==> src/rtl/fifo_param.sv <==
// Parametrised synchronous FIFO with programmable almost-full/almost-empty thresholds,
// occupancy count, overflow/underflow pulses and an optional first-word-fall-through read port.
module fifo_param #(
   parameter int unsigned WIDTH    = 16,
   parameter int unsigned DEPTH    = 16,
   parameter int unsigned AW       = $clog2(DEPTH),
   parameter int unsigned AF_LEVEL = DEPTH - 2,
   parameter int unsigned AE_LEVEL = 2,
   parameter bit          FWFT     = 1'b0
) (
   input  logic             clk,
   input  logic             reset,
   input  logic [WIDTH-1:0] din,
   input  logic             wr_en,
   input  logic             rd_en,
   output logic [WIDTH-1:0] dout,
   output logic             full,
   output logic             empty,
   output logic             almost_full,
   output logic             almost_empty,
   output logic [AW:0]      count,
   output logic             overflow,
   output logic             underflow
);

   localparam logic [AW:0] DepthCnt = (AW + 1)'(DEPTH);
   localparam logic [AW:0] AfLevel  = (AW + 1)'(AF_LEVEL);
   localparam logic [AW:0] AeLevel  = (AW + 1)'(AE_LEVEL);

   logic [WIDTH-1:0] mem_q [DEPTH];

   logic [AW:0] wr_ptr_q, wr_ptr_d;
   logic [AW:0] rd_ptr_q, rd_ptr_d;
   logic [AW:0] count_q, count_d;
   logic        full_q, full_d;
   logic        empty_q, empty_d;
   logic        af_q, af_d;
   logic        ae_q, ae_d;
   logic        ov_q, ov_d;
   logic        un_q, un_d;

   logic rd_ok;
   logic wr_ok;

   // A full FIFO may still take a write when the head is popped on the same edge.
   assign rd_ok = rd_en & ~empty_q;
   assign wr_ok = wr_en & (~full_q | rd_ok);

   always_comb begin
      wr_ptr_d = wr_ptr_q;
      rd_ptr_d = rd_ptr_q;
      if (wr_ok) begin
         wr_ptr_d = wr_ptr_q + 1'b1;
      end
      if (rd_ok) begin
         rd_ptr_d = rd_ptr_q + 1'b1;
      end
   end

   // Occupancy is the modulo-2^(AW+1) pointer distance; the wrap bit disambiguates full/empty.
   always_comb begin
      count_d = wr_ptr_d - rd_ptr_d;
      full_d  = (count_d == DepthCnt);
      empty_d = (count_d == '0);
      af_d    = (count_d >= AfLevel);
      ae_d    = (count_d <= AeLevel);
      ov_d    = wr_en & ~wr_ok;
      un_d    = rd_en & ~rd_ok;
   end

   always_ff @(posedge clk or posedge reset) begin
      if (reset) begin
         wr_ptr_q <= '0;
         rd_ptr_q <= '0;
         count_q  <= '0;
         full_q   <= 1'b0;
         empty_q  <= 1'b1;
         af_q     <= 1'b0;
         ae_q     <= 1'b1;
         ov_q     <= 1'b0;
         un_q     <= 1'b0;
      end else begin
         wr_ptr_q <= wr_ptr_d;
         rd_ptr_q <= rd_ptr_d;
         count_q  <= count_d;
         full_q   <= full_d;
         empty_q  <= empty_d;
         af_q     <= af_d;
         ae_q     <= ae_d;
         ov_q     <= ov_d;
         un_q     <= un_d;
      end
   end

   // Storage is never cleared; writes are blocked while reset is held.
   always_ff @(posedge clk) begin
      if (wr_ok && !reset) begin
         mem_q[wr_ptr_q[AW-1:0]] <= din;
      end
   end

   if (FWFT) begin : g_fwft
      assign dout = empty_q ? '0 : mem_q[rd_ptr_q[AW-1:0]];
   end else begin : g_std
      logic [WIDTH-1:0] dout_q, dout_d;

      always_comb begin
         dout_d = dout_q;
         if (rd_ok) begin
            dout_d = mem_q[rd_ptr_q[AW-1:0]];
         end
      end

      always_ff @(posedge clk or posedge reset) begin
         if (reset) begin
            dout_q <= '0;
         end else begin
            dout_q <= dout_d;
         end
      end

      assign dout = dout_q;
   end

   assign full         = full_q;
   assign empty        = empty_q;
   assign almost_full  = af_q;
   assign almost_empty = ae_q;
   assign count        = count_q;
   assign overflow     = ov_q;
   assign underflow    = un_q;

endmodule

==> config.mk <==
export PLATFORM = sky130hd
export DESIGN_NAME = fifo_param
export DESIGN_NICKNAME = d
export VERILOG_FILES = /design/src/rtl/fifo_param.sv
export SDC_FILE = /design/constraint.sdc
export NUM_CORES = 1
export LEC_CHECK = 0
export CAP_MARGIN = 40
export CELL_PAD_IN_SITES_DETAIL_PLACEMENT = 2
export CELL_PAD_IN_SITES_GLOBAL_PLACEMENT = 2
export CORE_MARGIN = 2
export CORE_UTILIZATION = 48
export CTS_CLUSTER_DIAMETER = 30
export DETAILED_ROUTE_END_ITERATION = 10
export PLACE_DENSITY_LB_ADDON = 0.1
export SYNTH_ARGS = -nofsm -noshare
export SYNTH_HDL_FRONTEND = slang
export SYNTH_SLANG_ARGS = --single-unit
==> constraint.sdc <==
create_clock -name clk -period 4.2 [get_ports clk]
set_input_delay 0.42 -clock clk [delete_from_list [all_inputs] [get_ports clk]]
set_output_delay 0.42 -clock clk [all_outputs]
set_load 0.03 [all_outputs]
==> impl_metrics.py <==
metrics = {
    "status": {
        "outcome": "completed",
    },
    "worst_setup_path": {
        "crit_required_ns": 4.65,
        "crit_chain": "nand2b_4 > nand2_1 > nand2_1 > mux2_2 > fa_1 > xnor2_1 > xnor2_1 > or3_1 > nor3_1",
        "slowest_stage": "dfstp_2",
        "timing.rr.end": "full$_DFF_PP0_",
        "rr_worst_depth": 9,
        "cp_max_fo": 23,
        "start_kind": "flop",
        "rr_startpoint": "empty$_DFF_PP1_",
        "r2r_slack_ns": 0.86,
        "endpoint_kind": "flop",
        "cpPeakStageDelay_ns": 0.59,
        "path_class": "reg2reg",
        "critical_path_arrival_ns": 3.79,
    },
    "synthesis": {
        "ys_top_cells_by_count": "edfxtp_1, mux4_2, nand2_1, dfrtp_1, nor2_1",
        "yosys.cell_types.count": 47,
        "synth_edf_count": 256,
        "synth_cells": 542,
        "synth.yosys.seq_area_share_pct": 74.9,
        "yosysTopAreaCell": "edfxtp_1",
        "synthTopCellsByArea": "edfxtp_1, mux4_2, dfrtp_1, nand2_1, ha_1",
        "synth_most_common_cell": "edfxtp_1",
        "yosysTopAreaCellShare_pct": 66.9,
        "syn-num-nets": 571,
        "ys_ff_latch": 293,
        "postSynthAreaPerCell_um2": 21.2,
        "ys.flop_type": "edfxtp_1",
        "yosys_warnings": 0,
        "syn_area_mm2": 0.0115,
        "synth_async_sr_flop_share_pct": 12.6,
    },
    "timing": {
        "report.final.setup_viol": 0,
        "fmax_mhz": 300,
        "finalSetupTns_ns": 0,
        "period_share_pct": 79.4,
        "skew_ns": 0.0254,
        "finalHoldViolations": 0,
        "tightest_slew_ns": 0.782,
        "slew_headroom_pct": 47.6,
        "fin_crit_ns": 3.34,
        "setup_ws_ns": 0.864,
        "rsz0062_at_grt": "no",
        "slew_violations": 0,
    },
    "floorplanning": {
        "die_y_um": 159,
        "start_util_pct": 49.0,
        "num_rows": 56,
        "die_w_um": 159,
        "die-area_mm2": 0.0252,
        "core-area_mm2": 0.0235,
        "num_io_pins": 47,
    },
    "placed_design": {
        "portBuffers": 46,
        "placed_area_mm2": 0.0125,
        "gp_congestion": 0.766,
        "dp_hpwl_um": 17100,
        "preCtsSetupSlack_ns": 0.675,
    },
    "detailed_routing": {
        "vias_per_cell": 5.85,
        "drt_pass1_iterations": 5,
        "drtAntennaViolNets": 0,
        "wl_um": 33700,
        "drc": 0,
        "avgRoutedWirePerCell_um": 33.0,
        "drt_iter0_drc": 687,
        "num_vias": 5983,
    },
    "clocking": {
        "clock_sinks": 293,
        "clk_pin_slew_ns": 0.05,
        "ctsHtreeMaxLevel": 2,
        "cts_hold_buf": 0,
        "cts_made_buffers": 61,
        "cts-resized-gates": 0,
        "cts_tree": "built",
        "clkLatencyLatePin_ns": 0.59,
        "clockBufferDepth": 3,
        "root_buffer": "clkbuf_16",
        "cts_setup_buffers": 0,
    },
    "finish": {
        "drive_gt1_share_pct": 35.2,
        "syn_to_final_growth_pct": 27.4,
        "nets": 680,
        "fill_cells": 1833,
        "fin_area_mm2": 0.0146,
        "num_antenna_cells": 0,
    },
    "pwr": {
        "ir_drop_mv": 0.601,
        "powerDensity_mw_per_mm2": 832,
        "leakagePower_nw": 5.06,
    },
    "global_route": {
        "grt_pass1_wl_um": 49800,
        "grt_max_degree": 54,
        "antenna_found_initial": 0,
        "grt_overflow_total": 0,
        "grt_pass1_vias": 6883,
        "grt.total_usage_pct": 27.7,
    },
    "run": {
        "drv_cap": 0,
    },
    "min_path": {
        "hp-class": "in2async",
    },
}
worst max-delay path: cells and delay by family, from the launching register on:
family | cells | cell delay, ns
adders and majority gates | 1 | 0.49
xor gates and xnor gates | 2 | 0.43
DFF | 1 | 0.59
muxes | 1 | 0.40
and+or+nand+nor | 5 | 1.29
placed cells by master, fill, tap and decap left out, types with 9 or more instances in the layout:
| master | instances |
|---|---|
| buf_4 | 18 |
| clkbuf_16 | 61 |
| clkdlybuf4s50_1 | 46 |
| clkinv_2 | 11 |
| dfrtp_1 | 33 |
| edfxtp_1 | 256 |
| inv_1 | 9 |
| mux4_2 | 80 |
| nand2_1 | 59 |
| nor2_2 | 13 |
cell type report:
| type | count | area, um2 | area share [%] |
|---|---|---|---|
| multi-input cells | 213 | 2740 | 18.7 |
| repair buffers | 70 | 723 | 4.94 |
| clock buffers | 66 | 1550 | 10.5 |
| well taps | 319 | 399 | 2.72 |
| flip-flops and latches | 293 | 8620 | 58.8 |
| clock inverters | 50 | 572 | 3.90 |
| inverters | 12 | 45.0 | 0.307 |
worst max-delay path by stage:
stage	from	slack, ns	depth (start not counted)	end
2_1_floorplan	empty$_DFF_PP1_	1.11	11	almost_empty$_DFF_PP1_
3_3_place_gp	rd_en	0.86	11	almost_empty$_DFF_PP1_
3_5_place_dp	rd_en	0.68	11	almost_empty$_DFF_PP1_
4_1_cts	empty$_DFF_PP1_	0.86	9	full$_DFF_PP0_
5_1_grt	empty$_DFF_PP1_	0.69	10	almost_empty$_DFF_PP1_
6_report	empty$_DFF_PP1_	0.86	9	full$_DFF_PP0_
sequential cells by signal, indices dropped and copies added (netlist names):
signal        count
wr_ptr_q          5
count             5
dout             16
overflow          1
rd_ptr_q          5
almost_full       1
empty             1
almost_empty      1
underflow         1
full              1
mem_q           256
logic make-up (layout without fill, tap and decap cells):
kind of cell | Yosys count | after routing | share of synthesized area [%]
compound gates | 15 | 15 | 1.47
mux | 82 | 82 | 15.9
xor+xnor | 14 | 14 | 1.39
flops | 293 | 293 | 74.9
fa+ha+maj | 9 | 9 | 1.04
simple gates | 93 | 93 | 3.67
buf+inv | 36 | 198 | 1.64
routing by layer:
metal  global-route usage (%)  up-vias  share of wire (%)
li1                         -     2425                  -
met1                     36.6     3230                 40
met2                     47.2      263                 51
met3                     5.36       65                6.0
met4                     8.05        0                2.4
met5                        0        -                  0
where the power goes:
part,internal [mW],leakage (nW),switching [mW]
Combinational,1.53,1.29,1.95
Sequential,3.49,2.75,0.283
Clock,3.19,1.01,1.75
through the flow:
step / total power, mW / cells / hold slack [ns] / util [%]
after floorplan: 6.09 / 542 / 0.480 / -
after global placement: 6.95 / 906 / 0.465 / 53.3
after detailed placement: 7.14 / 907 / 0.471 / 53.4
after CTS: 12.3 / 1023 / 0.0300 / 62.4
after global routing: 12.6 / 1023 / 0.0524 / 62.4
final: 12.2 / 1023 / 0.0385 / 62.4
(Power assumes the default switching activity.)
